===== src/rtl/hc_tx_port_arbiter_pkg.sv =====
// Shared definitions for the host-controller Tx port arbiter: state encodings,
// requester indices and the state-to-grant decode.
package hc_tx_port_arbiter_pkg;

  typedef enum logic [2:0] {
    ST_IDLE    = 3'd0,
    ST_GNT_SOF = 3'd1,
    ST_GNT_SP  = 3'd2,
    ST_GNT_DC  = 3'd3,
    ST_RELEASE = 3'd4
  } arb_state_e;

  localparam int REQ_SOF = 0;
  localparam int REQ_SP  = 1;
  localparam int REQ_DC  = 2;
  localparam int NUM_REQ = 3;

  // One-hot grant vector implied by an arbiter state; zero for IDLE/RELEASE.
  function automatic logic [NUM_REQ-1:0] state_gnt(arb_state_e s);
    logic [NUM_REQ-1:0] g;
    g = '0;
    case (s)
      ST_GNT_SOF: g[REQ_SOF] = 1'b1;
      ST_GNT_SP:  g[REQ_SP]  = 1'b1;
      ST_GNT_DC:  g[REQ_DC]  = 1'b1;
      default:    g = '0;
    endcase
    return g;
  endfunction

endpackage


===== src/rtl/hc_tx_port_arbiter_mux.sv =====
// Combinational Tx port mux: forwards only the granted requester's strobe,
// data and control; drives zeros when nothing is granted.
module hc_tx_port_mux
  import hc_tx_port_arbiter_pkg::*;
(
  input  logic [NUM_REQ-1:0] sel,
  input  logic [NUM_REQ-1:0] wen_in,
  input  logic [7:0]         data_sof,
  input  logic [7:0]         cntl_sof,
  input  logic [7:0]         data_sp,
  input  logic [7:0]         cntl_sp,
  input  logic [7:0]         data_dc,
  input  logic [7:0]         cntl_dc,
  output logic               port_wen,
  output logic [7:0]         port_data,
  output logic [7:0]         port_cntl
);

  always_comb begin
    port_wen  = 1'b0;
    port_data = 8'h00;
    port_cntl = 8'h00;
    if (sel[REQ_SOF]) begin
      port_wen  = wen_in[REQ_SOF];
      port_data = data_sof;
      port_cntl = cntl_sof;
    end else if (sel[REQ_SP]) begin
      port_wen  = wen_in[REQ_SP];
      port_data = data_sp;
      port_cntl = cntl_sp;
    end else if (sel[REQ_DC]) begin
      port_wen  = wen_in[REQ_DC];
      port_data = data_dc;
      port_cntl = cntl_dc;
    end
  end

endmodule


===== src/rtl/hc_tx_port_arbiter.sv =====
// Fixed-priority, non-pre-emptive arbiter for the shared host-controller Tx
// port (SOF > send-packet > direct-control) with a one-cycle release gap.
module hc_tx_port_arbiter
  import hc_tx_port_arbiter_pkg::*;
(
  input  logic       clk,
  input  logic       rst,
  input  logic       SOFCntlReq,
  input  logic       SOFCntlWEn,
  input  logic [7:0] SOFCntlData,
  input  logic [7:0] SOFCntlCntl,
  input  logic       SndPktReq,
  input  logic       SndPktWEn,
  input  logic [7:0] SndPktData,
  input  logic [7:0] SndPktCntl,
  input  logic       DirCntlReq,
  input  logic       DirCntlWEn,
  input  logic [7:0] DirCntlData,
  input  logic [7:0] DirCntlCntl,
  output logic       SOFCntlGnt,
  output logic       SndPktGnt,
  output logic       DirCntlGnt,
  output logic       HCTxPortWEn,
  output logic [7:0] HCTxPortData,
  output logic [7:0] HCTxPortCntl,
  output logic       ArbBusy
);

  arb_state_e         state_q, state_d;
  logic [NUM_REQ-1:0] gnt_q, gnt_d;
  logic               busy_q, busy_d;
  logic               armed_q, armed_d;
  logic [NUM_REQ-1:0] req;

  assign req = {DirCntlReq, SndPktReq, SOFCntlReq};

  // armed_q holds off arbitration for the first edge after reset release so a
  // grant can appear no earlier than the second edge.
  always_comb begin
    state_d = state_q;
    armed_d = 1'b1;
    case (state_q)
      ST_IDLE: begin
        if (armed_q) begin
          if (req[REQ_SOF])     state_d = ST_GNT_SOF;
          else if (req[REQ_SP]) state_d = ST_GNT_SP;
          else if (req[REQ_DC]) state_d = ST_GNT_DC;
        end
      end
      ST_GNT_SOF: if (!req[REQ_SOF]) state_d = ST_RELEASE;
      ST_GNT_SP:  if (!req[REQ_SP])  state_d = ST_RELEASE;
      ST_GNT_DC:  if (!req[REQ_DC])  state_d = ST_RELEASE;
      ST_RELEASE: state_d = ST_IDLE;
      default:    state_d = ST_IDLE;
    endcase
    gnt_d  = state_gnt(state_d);
    busy_d = |gnt_d;
  end

  always_ff @(posedge clk or negedge rst) begin
    if (!rst) begin
      state_q <= ST_IDLE;
      gnt_q   <= '0;
      busy_q  <= 1'b0;
      armed_q <= 1'b0;
    end else begin
      state_q <= state_d;
      gnt_q   <= gnt_d;
      busy_q  <= busy_d;
      armed_q <= armed_d;
    end
  end

  assign SOFCntlGnt = gnt_q[REQ_SOF];
  assign SndPktGnt  = gnt_q[REQ_SP];
  assign DirCntlGnt = gnt_q[REQ_DC];
  assign ArbBusy    = busy_q;

  hc_tx_port_mux u_mux (
    .sel      (gnt_q),
    .wen_in   ({DirCntlWEn, SndPktWEn, SOFCntlWEn}),
    .data_sof (SOFCntlData),
    .cntl_sof (SOFCntlCntl),
    .data_sp  (SndPktData),
    .cntl_sp  (SndPktCntl),
    .data_dc  (DirCntlData),
    .cntl_dc  (DirCntlCntl),
    .port_wen (HCTxPortWEn),
    .port_data(HCTxPortData),
    .port_cntl(HCTxPortCntl)
  );

endmodule


===== config.mk =====
export PLATFORM = sky130hd
export DESIGN_NAME = hc_tx_port_arbiter
export DESIGN_NICKNAME = d
export VERILOG_FILES = /design/src/rtl/hc_tx_port_arbiter_pkg.sv /design/src/rtl/hc_tx_port_arbiter_mux.sv /design/src/rtl/hc_tx_port_arbiter.sv
export SDC_FILE = /design/constraint.sdc
export NUM_CORES = 1
export LEC_CHECK = 0
export ABC_CLOCK_PERIOD_IN_PS = 3400
export CORE_ASPECT_RATIO = 0.75
export CORE_MARGIN = 2
export CORE_UTILIZATION = 37
export CTS_BUF_LIST = sky130_fd_sc_hd__clkbuf_8
export CTS_CLUSTER_DIAMETER = 100
export DETAILED_ROUTE_END_ITERATION = 12
export PLACE_DENSITY = 0.85
export SLEW_MARGIN = 30
export SYNTH_ARGS = -nofsm -noshare
export SYNTH_HDL_FRONTEND = slang
export SYNTH_HIERARCHICAL = 1
export SYNTH_SLANG_ARGS = --single-unit

===== constraint.sdc =====
create_clock -name clk -period 3.4 [get_ports clk]
set_clock_uncertainty 0.1 [all_clocks]
set_input_delay 0.68 -clock clk [delete_from_list [all_inputs] [get_ports clk]]
set_output_delay 0.68 -clock clk [all_outputs]
set_load 0.02 [all_outputs]

---- Word-level counts from Yosys, hierarchy flattened ----
Index checks and enable logic that the tools add are counted.
cells by class
  muxes and demuxes ....................... 20
  reduce and logical (&&, ||, !) cells .... 2
  eq/ne operators ......................... 6
operators with widths
  kind                                                 number
  2-to-1 mux 8 bit                                     6
  2-to-1 mux 3 bit                                     7
  equality test 3 x 2 -> 1 bit, second input constant  4
  one-hot mux 3 bit (4 select lines)                   1
  equality test 3 x 1 -> 1 bit, second input constant  2
  2-to-1 mux 1 bit                                     6
  logical NOT 3 bit                                    1
  OR reduction 3 bit                                   1
word-level totals
  output and inout bits ................... 21
  bits in registers ....................... 8
  logic and storage cells ................. 32
  input bits .............................. 56

---- Logic depth before layout (Yosys ltp) ----
Gate-level depths: netlist (run 1).
  word-level depth ........................ 8
  mapped depth ............................ 4
  gate-level depth less buffers ........... 4

---- By module ----
Netlist (run 1), hierarchy kept.
by module, submodules not included
  module              seq. area each (um2)  instances  area an instance (um2)  cells an instance
  hc_tx_port_mux      0.0                   1          611.8                   76
  hc_tx_port_arbiter  200.2                 1          359.1                   32

---- Worst setup path after synthesis (run 1) ----
OpenSTA, ideal clock, no wires.
  path type ............................... reg2out
  start ................................... reg gnt_q[1]
  end ..................................... out HCTxPortCntl[1]
  path buffers ............................ 1
  setup slack ............................. 1.437 ns
  data required time ...................... 2.620 ns
  stages on the path, launching flop included .. 4
  data arrival time ....................... 1.183 ns
  cell sequence ........................... dfrtp_1 -> buf_2 -> nand3b_1 -> a21oi_1
on the way
  cells in the longest elaborated chain, start to end .. 2
RTL lines
  what                      line                          source
  start: declaration        hc_tx_port_arbiter.sv:30      logic [NUM_REQ-1:0] gnt_q, gnt_d;
  start signal: assignment  hc_tx_port_arbiter.sv:68      gnt_q <= gnt_d;
  2-to-1 mux 8 bit          hc_tx_port_arbiter_mux.sv:27  end else if (sel[REQ_SP]) begin
  2-to-1 mux 8 bit          hc_tx_port_arbiter_mux.sv:23  if (sel[REQ_SOF]) begin
  end: declaration          hc_tx_port_arbiter.sv:25      output logic [7:0] HCTxPortCntl,
Every way passes these cells.

---- Final worst setup path (run 1) ----
  start ................................... reg gnt_q[0]
  end ..................................... out HCTxPortCntl[2]
on the way
  cells in the longest elaborated chain, start to end .. 1
RTL lines
  what              line
  2-to-1 mux 8 bit  hc_tx_port_arbiter_mux.sv:23
Every way passes these cells.

==> flow_metrics.env, run 1 <==
export IMPL_netlist_area_um2=971
export IMPL_min_from="state_q[2]"
export IMPL_rsz0062_at_grt="no"
export IMPL_sw_frac_of_total=0.453
export IMPL_hold_viol=0
export IMPL_internal_power_uw=794
export IMPL_peakVddDrop_uv=493
export IMPL_design_area_um2=1780
export IMPL_synth_top_cell_by_area="a21oi_2"
export IMPL_fin_cells=219
export IMPL_cts_root_buf="clkbuf_8"
export IMPL_ant_nets=0
export IMPL_worst_setup_path_type="flip-flop to output port"
export IMPL_cts_clk_slew_worst_paths_ns=0.04
export IMPL_rows=16
export IMPL_synthTopCellsByArea="a21oi_2 30%, dfrtp_1 21%, nand3b_1 13%, and2b_1 10%, buf_6 4.6%"
export IMPL_clock_latency_ns=0.23
export IMPL_cts_setup_buffers=0
export IMPL_p_clk_frac=0.076
export IMPL_leakage_nw=0.667
export IMPL_drive_above_1_share=0.235
export IMPL_r2r_setup_slack_ns=2.06
export IMPL_h_tree_depth=1
export IMPL_portBuffers=76
export IMPL_fin_setup_tns_ns=0
export IMPL_p_sw_uw=658
export IMPL_hold_path_depth=1
export IMPL_grt_max_degree=19
export IMPL_worstMarginPinSlew_ns=0.631
export IMPL_maxSlewHeadroom=0.580
export IMPL_status="completed"
export IMPL_antenna_found_initial=0
export IMPL_max_freq_ghz=0.352
export IMPL_power_mw=1.45
export IMPL_hpwlAfterDp_um=2530
export IMPL_whs_endpoint="state_q[0]"
export IMPL_netlist_area_leader_share=0.298
export IMPL_nNetsFinal=241
export IMPL_routed_via_density=4.93
export IMPL_dp_cells=216
export IMPL_cpLargestDelayFamily="buffers and inverters"
export IMPL_rr_startpoint="state_q[1]"
export IMPL_critPathCaptureType="output port"
export IMPL_path_cells="buf_4 -> a21oi_1 -> a21oi_2 -> clkdlybuf4s50_1"
export IMPL_r2r_end="gnt_q[1]"
export IMPL_initial_core_util=0.382
export IMPL_routedWlPerCell_um=14.5
export IMPL_hold_slack_ns=0.452
export IMPL_grt_overflow_total=0
export IMPL_combPwrFrac=0.764
export IMPL_die_h_um=48.4
export IMPL_cts_tree="built"
export IMPL_syn_num_nets=164
export IMPL_drt_iter0_markers=59
export IMPL_post_place_ws_ns=0.588
export IMPL_die_w_um=63.2
export IMPL_crit_slowest_cell="dfrtp_1"
export IMPL_drc=0
export IMPL_finalMaxSlewViolations=0
export IMPL_grt_usage=0.203
export IMPL_powerDensity_nw_per_um2=817
export IMPL_die_area_um2=3050
export IMPL_diodes=0
export IMPL_gp_congestion=0.740
export IMPL_path_max_fanout=18
export IMPL_design_portCount=77
export IMPL_dr_pass1_iters=4
export IMPL_hold_buffers=0
export IMPL_max_clock_path_buffers=2
export IMPL_grt_pass1_vias=1008
export IMPL_wirelength_um=3170
export IMPL_required_ns=2.62
export IMPL_post_dp_cell_area_um2=1730
export IMPL_cts_buffers_inserted=3
export IMPL_grt_pass1_wl_um=5000
export IMPL_seqPwrFrac=0.160
export IMPL_syn_instance_count=108
export IMPL_cpPeakStageDelay_ns=0.74
export IMPL_start_kind="flip-flop"
export IMPL_finalCritPeriodShare=0.835
export IMPL_setup_viol=0
export IMPL_final_core_util=0.698
export IMPL_crit_start="gnt_q[0]"
export IMPL_r2r_cells=4
export IMPL_synth_warning_count=6
export IMPL_synth_distinct_cells=24
export IMPL_clock_sinks=8
export IMPL_num_vias=1080
export IMPL_maxCapViolCount=0
export IMPL_syn2layout_area_growth_pct=82.9
export IMPL_arrival_ns=2.06
export IMPL_critPathBufInv=2
export IMPL_synth_seq_cells=8
export IMPL_period_needed_ns=2.84
export IMPL_coreArea_um2=2540
export IMPL_yosysSeqAreaShare=0.206
export IMPL_syn_area_per_cell_um2=8.99
export IMPL_setup_ws_ns=0.562
export IMPL_min_path_type="flip-flop to flip-flop"
export IMPL_cts_resized=0
==> how the worst max path moves through the flow <==
| stage | slack, ns | cells after the start | to |
|---|---|---|---|
| final | 0.56 | 4 | HCTxPortCntl[2] |
| after global routing | 0.44 | 4 | HCTxPortCntl[2] |
| after CTS | 0.56 | 4 | HCTxPortData[6] |
| after detailed placement | 0.59 | 4 | HCTxPortCntl[3] |
| after global placement | 0.61 | 4 | HCTxPortData[3] |
| after floorplan | 1.44 | 3 | HCTxPortCntl[1] |
==> area by class of cell <==
cell class / count / area [um2]
inverter: 2 / 7.51
fill: 203 / 767
timing repair buffer: 80 / 791
tap: 36 / 45.0
sequential: 8 / 200
clock buffer: 3 / 41.3
multi-input combinational: 90 / 691
==> flip-flops by register name, indices dropped and copies added, names as in the netlist <==
| register | count |
|---|---|
| state_q | 3 |
| armed_q | 1 |
| ArbBusy | 1 |
| gnt_q | 3 |
==> power groups by stage <==
stage	registers (mW)	logic (mW)	clock network (mW)
CTS	0.232	1.11	0.113
global route	0.245	1.17	0.117
global placement	0.228	1.09	0
floorplan	0.204	0.716	0
detailed placement	0.233	1.11	0
finish	0.232	1.11	0.111
==> Yosys cell counts (all sizes together) <==
cell type  number
nand2           1
nand3b         17
and2b          14
dfrtp           8
nor2            2
o21ai           2
nor3b           1
a21oi          37
a31oi           2
o31a            1
a211oi          1
nand3           1
nor2b           7
and3b           1
inv             2
buf             8
and2            1
conb            1
nor3            1
==> logic make-up after synthesis <==
family | after synthesis | share of synthesized area
buffers and inverters | 10 | 0.0825
AND/OR/NAND/NOR | 46 | 0.338
flip-flops | 8 | 0.206
AO/OA/AOI/OAI | 43 | 0.370
other | 1 | 0.00386
==> per-layer routing <==
metal	wire [um]	up-vias	global-route usage
li1	-	532	-
met1	1570	500	0.292
met2	1390	48	0.321
met3	214	0	0.0488
met4	0	0	0.0222
met5	0	-	0
==> placed cells by master, fill, tap and decap left out, types with 2 or more instances in the layout <==
cell type / synthesis / final
a21oi_2: 33 / 33
clkbuf_8: 0 / 3
inv_1: 2 / 2
a21oi_1: 4 / 4
clkdlybuf4s50_1: 0 / 76
nor2_1: 2 / 2
buf_4: 3 / 4
a31oi_1: 2 / 2
nand3b_1: 17 / 17
and2b_1: 13 / 13
nor2b_1: 7 / 7
dfrtp_1: 8 / 8
Power figures use the tool's default switching activity.
==> run 2: changes to the inputs <==
--- a/config.mk
+++ b/config.mk
@@ -5,14 +5,14 @@
 export SDC_FILE = /design/constraint.sdc
 export NUM_CORES = 1
 export LEC_CHECK = 0
-export ABC_CLOCK_PERIOD_IN_PS = 3400
+export ABC_CLOCK_PERIOD_IN_PS = 2600
 export CORE_ASPECT_RATIO = 0.75
 export CORE_MARGIN = 2
-export CORE_UTILIZATION = 37
+export CORE_UTILIZATION = 31
 export CTS_BUF_LIST = sky130_fd_sc_hd__clkbuf_8
 export CTS_CLUSTER_DIAMETER = 100
 export DETAILED_ROUTE_END_ITERATION = 12
-export PLACE_DENSITY = 0.85
+export PLACE_DENSITY = 0.75
 export SLEW_MARGIN = 30
 export SYNTH_ARGS = -nofsm -noshare
 export SYNTH_HDL_FRONTEND = slang
==> constraint.sdc (replaced) <==
create_clock -name clk -period 2.6 [get_ports clk]
set_clock_uncertainty 0.1 [all_clocks]
set_input_delay 0.52 -clock clk [delete_from_list [all_inputs] [get_ports clk]]
set_output_delay 0.52 -clock clk [all_outputs]
set_load 0.02 [all_outputs]
==> run 2 against run 1 <==
Effect of this change:
- setup slack worse by 0.46 ns
- clock-buffer cell count is the same
- largest cell class unchanged
- clock power rose by 33%
- sequential power hardly changed
- non-clock buffer count grew 1
- design area is 0.56% higher
- largest power group unchanged
- first-iteration DRC count is 36% lower
- sequential share of layout area shrank 0.063 points
- critical path depth unchanged
- combinational power rose by 38%
- total power is 32% higher
==> flow_metrics.env, run 2 (synthesis results as in run 1) <==
export IMPL_status="completed"
export IMPL_gp_congestion=0.708
export IMPL_die_h_um=52.5
export IMPL_num_vias=1096
export IMPL_combPwrFrac=0.802
export IMPL_hold_buffers=0
export IMPL_grt_max_degree=26
export IMPL_rows=17
export IMPL_routed_via_density=4.94
export IMPL_p_clk_frac=0.078
export IMPL_routedWlPerCell_um=14.6
export IMPL_internal_power_mw=1.04
export IMPL_cts_root_buf="clkbuf_8"
export IMPL_r2r_setup_slack_ns=1.30
export IMPL_final_common_cell="clkdlybuf4s50_1"
export IMPL_syn2layout_area_growth_pct=83.9
export IMPL_clock_sinks=8
export IMPL_fill_cells=249
export IMPL_path_max_fanout=1
export IMPL_r2r_end="gnt_q[2]"
export IMPL_h_tree_depth=1
export IMPL_layout_common_cells="76 x clkdlybuf4s50_1, 33 x a21oi_2, 17 x nand3b_1"
export IMPL_clock_latency_ns=0.23
export IMPL_grt_pass1_wl_um=4710
export IMPL_crit_start="SOFCntlData[1]"
export IMPL_reg_top3="gnt_q x3, state_q x3"
export IMPL_nNetsFinal=242
export IMPL_min_path_type="flip-flop to flip-flop"
export IMPL_leakage_nw=0.672
export IMPL_drt_iter0_markers=38
export IMPL_power_mw=1.91
export IMPL_coreArea_um2=2960
export IMPL_grt_usage=0.176
export IMPL_seqPwrFrac=0.121
export IMPL_finalCritPeriodShare=0.960
export IMPL_maxCapViolCount=0
export IMPL_portBuffers=76
export IMPL_rsz0062_at_grt="no"
export IMPL_cts_setup_buffers=0
export IMPL_required_ns=1.98
export IMPL_grt_overflow_total=0
export IMPL_dr_pass1_iters=4
export IMPL_die_area_um2=3600
export IMPL_cts_clk_slew_worst_paths_ns=0.04
export IMPL_drive_above_1_share=0.239
export IMPL_hpwlAfterDp_um=2600
export IMPL_finalMaxSlewViolations=0
export IMPL_initial_core_util=0.328
export IMPL_start_kind="input port"
export IMPL_cts_tree="built"
export IMPL_cts_resized=0
export IMPL_max_clock_path_buffers=2
export IMPL_worstSetupEndpoint="HCTxPortData[1]"
export IMPL_antenna_found_initial=0
export IMPL_hold_viol=0
export IMPL_fin_setup_tns_ns=0
export IMPL_diodes=0
export IMPL_p_sw_uw=866
export IMPL_ant_nets=0
export IMPL_wirelength_um=3230
export IMPL_grt_pass1_vias=1020
export IMPL_die_w_um=68.6
export IMPL_setup_viol=0
export IMPL_design_portCount=77
export IMPL_rr_startpoint="state_q[1]"
export IMPL_sw_frac_of_total=0.453
export IMPL_cts_buffers_inserted=3
export IMPL_drc=0
export IMPL_worst_setup_path_type="input port to output port"
export IMPL_r2r_cells=4
export IMPL_arrival_ns=1.88
export IMPL_max_freq_ghz=0.401
export IMPL_peakVddDrop_uv=412
export IMPL_critPathCaptureType="output port"
export IMPL_powerDensity_nw_per_um2=1070
export IMPL_period_needed_ns=2.50
[run 2: worst min path at each step]
stage	from	to	slack [ns]	depth (start not counted)
finish	state_q[2]	ArbBusy	0.44	1
global route	state_q[2]	ArbBusy	0.47	1
CTS	state_q[2]	ArbBusy	0.44	1
detailed placement	state_q[2]	state_q[0]	0.43	1
global placement	state_q[2]	state_q[0]	0.42	1
floorplan	rst	ArbBusy	0.12	0
[run 2: worst max-delay path: stages]
cell	delay [ns]
clkdlybuf4s50_1	0.46
and2b_1	0.19
a21oi_2	0.10
clkdlybuf4s50_1	0.61
[run 2: metrics by stage]
stage | std cells | instance area (um2) | utilization | hold WS (ns) | worst slack, ns
6_report | 222 | 1790 | 0.604 | 0.443 | 0.104
3_5_place_dp | 219 | 1740 | 0.590 | 0.434 | 0.0995
2_1_floorplan | 108 | 971 | - | 0.124 | 0.797
3_3_place_gp | 219 | 1740 | 0.590 | 0.419 | 0.111
5_1_grt | 222 | 1790 | 0.604 | 0.473 | 0.0470
4_1_cts | 222 | 1790 | 0.604 | 0.444 | 0.0948
[run 2: power by group through the flow]
stage               clock network, mW  logic (mW)  registers, mW
CTS                             0.151        1.54          0.231
global route                    0.160        1.64          0.240
global placement                    0        1.51          0.229
detailed placement                  0        1.54          0.231
floorplan                           0       0.937          0.267
finish                          0.148        1.53          0.230
[run 2: layout make-up]
cell class	instances	area [um2]	share of cell area
clock buffers	3	41.3	0.0231
inverters	2	7.51	0.00420
multi-input cells	90	691	0.387
flip-flops and latches	8	200	0.112
well taps	38	47.5	0.0266
repair buffers	81	798	0.447
[run 2: per-layer routing]
layer	vias up	wire length, um	GRT usage
met1	508	1460	0.235
met2	51	1320	0.268
met4	0	34	0.0500
li1	532	-	-
met5	-	0	0
met3	5	420	0.0602
==> run 3: changes to the inputs <==
--- a/config.mk
+++ b/config.mk
@@ -5,14 +5,14 @@
 export SDC_FILE = /design/constraint.sdc
 export NUM_CORES = 1
 export LEC_CHECK = 0
-export ABC_CLOCK_PERIOD_IN_PS = 2600
+export ABC_CLOCK_PERIOD_IN_PS = 2540
 export CORE_ASPECT_RATIO = 0.75
 export CORE_MARGIN = 2
-export CORE_UTILIZATION = 31
+export CORE_UTILIZATION = 34
 export CTS_BUF_LIST = sky130_fd_sc_hd__clkbuf_8
 export CTS_CLUSTER_DIAMETER = 100
 export DETAILED_ROUTE_END_ITERATION = 12
-export PLACE_DENSITY = 0.75
+export PLACE_DENSITY = 0.79
 export SLEW_MARGIN = 30
 export SYNTH_ARGS = -nofsm -noshare
 export SYNTH_HDL_FRONTEND = slang
==> constraint.sdc (replaced) <==
create_clock -name clk -period 2.54 [get_ports clk]
set_clock_uncertainty 0.1 [all_clocks]
set_input_delay 0.508 -clock clk [delete_from_list [all_inputs] [get_ports clk]]
set_output_delay 0.508 -clock clk [all_outputs]
set_load 0.02 [all_outputs]
==> run 3 against run 2 <==
Effect of this change:
- cell count down 0.45%
- sequential power increased by 13%
- largest power group unchanged
- setup slack worse by 0.027 ns
- total power up 3.1%
- largest cell class unchanged
==> flow_metrics.env, run 3 (synthesis results as in run 1) <==
export IMPL_maxCapViolCount=0
export IMPL_path_cells="clkdlybuf4s50_1 -> and2b_1 -> a21oi_2 -> clkdlybuf4s50_1"
export IMPL_grt_pass1_vias=1117
export IMPL_cts_clk_slew_worst_paths_ns=0.04
export IMPL_routedWlPerCell_um=14.8
export IMPL_design_portCount=77
export IMPL_finalMaxSlewViolations=0
export IMPL_rsz0062_at_grt="no"
export IMPL_initial_core_util=0.365
export IMPL_wirelength_um=3270
export IMPL_h_tree_depth=1
export IMPL_r2r_setup_slack_ns=1.21
export IMPL_antenna_found_initial=0
export IMPL_final_common_cell="clkdlybuf4s50_1"
export IMPL_grt_overflow_total=0
export IMPL_syn2layout_area_growth_pct=86.9
export IMPL_max_freq_ghz=0.406
export IMPL_hold_viol=0
export IMPL_rr_startpoint="state_q[0]"
export IMPL_setup_viol=0
export IMPL_rows=16
export IMPL_reg_top3="gnt_q x3, state_q x3"
export IMPL_worst_setup_path_type="input port to output port"
export IMPL_cts_buffers_inserted=3
export IMPL_r2r_end="gnt_q[2]"
export IMPL_start_kind="input port"
export IMPL_ant_nets=0
export IMPL_cpMostUsedCell="clkdlybuf4s50_1"
export IMPL_required_ns=1.93
export IMPL_routed_via_density=5.01
export IMPL_cts_setup_buffers=0
export IMPL_fill_cells=229
export IMPL_max_clock_path_buffers=2
export IMPL_min_path_type="input port to async pin"
export IMPL_hpwlAfterDp_um=2690
export IMPL_nNetsFinal=243
export IMPL_cts_tree="built"
export IMPL_arrival_ns=1.85
export IMPL_grt_max_degree=27
export IMPL_crit_slowest_cell="clkdlybuf4s50_1"
export IMPL_die_h_um=50.3
export IMPL_coreArea_um2=2660
export IMPL_path_max_fanout=1
export IMPL_peakVddDrop_uv=661
export IMPL_powerDensity_nw_per_um2=1090
export IMPL_period_needed_ns=2.46
export IMPL_r2r_cells=4
export IMPL_cts_root_buf="clkbuf_8"
export IMPL_num_vias=1108
export IMPL_drt_iter0_markers=28
export IMPL_drc=0
export IMPL_design_area_um2=1810
export IMPL_finalCritPeriodShare=0.970
export IMPL_dr_pass1_iters=4
export IMPL_layout_common_cells="72 x clkdlybuf4s50_1, 33 x a21oi_2, 17 x nand3b_1"
export IMPL_grt_usage=0.209
export IMPL_die_area_um2=3300
export IMPL_leakage_nw=0.736
export IMPL_grt_pass1_wl_um=5340
export IMPL_portBuffers=76
export IMPL_gp_congestion=0.764
export IMPL_fin_setup_tns_ns=0
export IMPL_die_w_um=65.7
export IMPL_clock_sinks=8
export IMPL_clock_latency_ns=0.22
export IMPL_post_dp_cell_area_um2=1760
export IMPL_status="completed"
export IMPL_cpPeakStageDelay_ns=0.62
export IMPL_critPathCaptureType="output port"
export IMPL_diodes=0
export IMPL_drive_above_1_share=0.249
==> run 3: cell types whose count changed in the layout (fill, tap and decap cells not counted) <==
| cell | previous run | this run |
|---|---|---|
| buf_12 | 0 | 1 |
| dfrtp_1 | 8 | 7 |
| dfrtp_2 | 0 | 1 |
| clkdlybuf4s50_1 | 76 | 72 |
| dlymetal6s2s_1 | 0 | 4 |
==> run 3: layout make-up <==
type / instances / area, um2 / share of cell area
Sequential cell: 8 / 201 / 0.111
Clock buffer: 3 / 41.3 / 0.0228
Tap cell: 36 / 45.0 / 0.0248
Timing Repair Buffer: 82 / 828 / 0.457
Multi-Input combinational cell: 90 / 691 / 0.381
Inverter: 2 / 7.51 / 0.00414
==> run 3: how the worst max path moves through the flow <==
stage / cells past startpoint / endpoint / slack [ns] / start
2_1_floorplan: 3 / HCTxPortCntl[1] / 0.75 / gnt_q[1]
3_3_place_gp: 4 / HCTxPortCntl[3] / 0.09 / SOFCntlCntl[3]
3_5_place_dp: 4 / HCTxPortCntl[5] / 0.07 / SOFCntlCntl[5]
4_1_cts: 4 / HCTxPortData[4] / 0.04 / gnt_q[1]
5_1_grt: 4 / HCTxPortCntl[2] / 0.01 / SOFCntlCntl[2]
6_report: 4 / HCTxPortCntl[5] / 0.08 / SOFCntlCntl[5]
==> run 3: report_power, final <==
group	total, mW	switching [mW]	internal, mW
Combinational	1.57	0.757	0.809
Clock	0.146	0.0441	0.102
Sequential	0.259	0.0806	0.179
Total	1.97	0.881	1.09
==> run 3: stage by stage <==
| step | hold WS (ns) | setup slack [ns] | utilization | total power [mW] | std cells |
|---|---|---|---|---|---|
| 5_1_grt | 0.489 | 0.0116 | 0.681 | 2.12 | 221 |
| 2_1_floorplan | 0.112 | 0.749 | - | 1.23 | 108 |
| 4_1_cts | 0.451 | 0.0386 | 0.677 | 1.99 | 221 |
| 3_3_place_gp | 0.432 | 0.0862 | 0.662 | 1.80 | 218 |
| 6_report | 0.456 | 0.0770 | 0.681 | 1.97 | 221 |
| 3_5_place_dp | 0.446 | 0.0666 | 0.662 | 1.84 | 218 |
==> run 3: timing repair <==
item	CTS	global route
resized for setup	0	5
hold buffers	0	0
setup endpoints to repair	0	8
==> run 3: per-layer routing <==
layer | up-vias | wire (um) | track usage | part of all wire
li1 | 537 | - | - | -
met1 | 515 | 1530 | 0.268 | 0.47
met2 | 54 | 1450 | 0.352 | 0.44
met3 | 2 | 266 | 0.0516 | 0.081
met4 | 0 | 15 | 0.0486 | 0.0046
met5 | - | 0 | 0 | 0
==> run 3: critical path: cells and delay by family <==
kind / cells / cell delay [ns]
AND/OR/NAND/NOR: 1 / 0.18
buffers and inverters: 2 / 1.08
AO/OA/AOI/OAI: 1 / 0.09
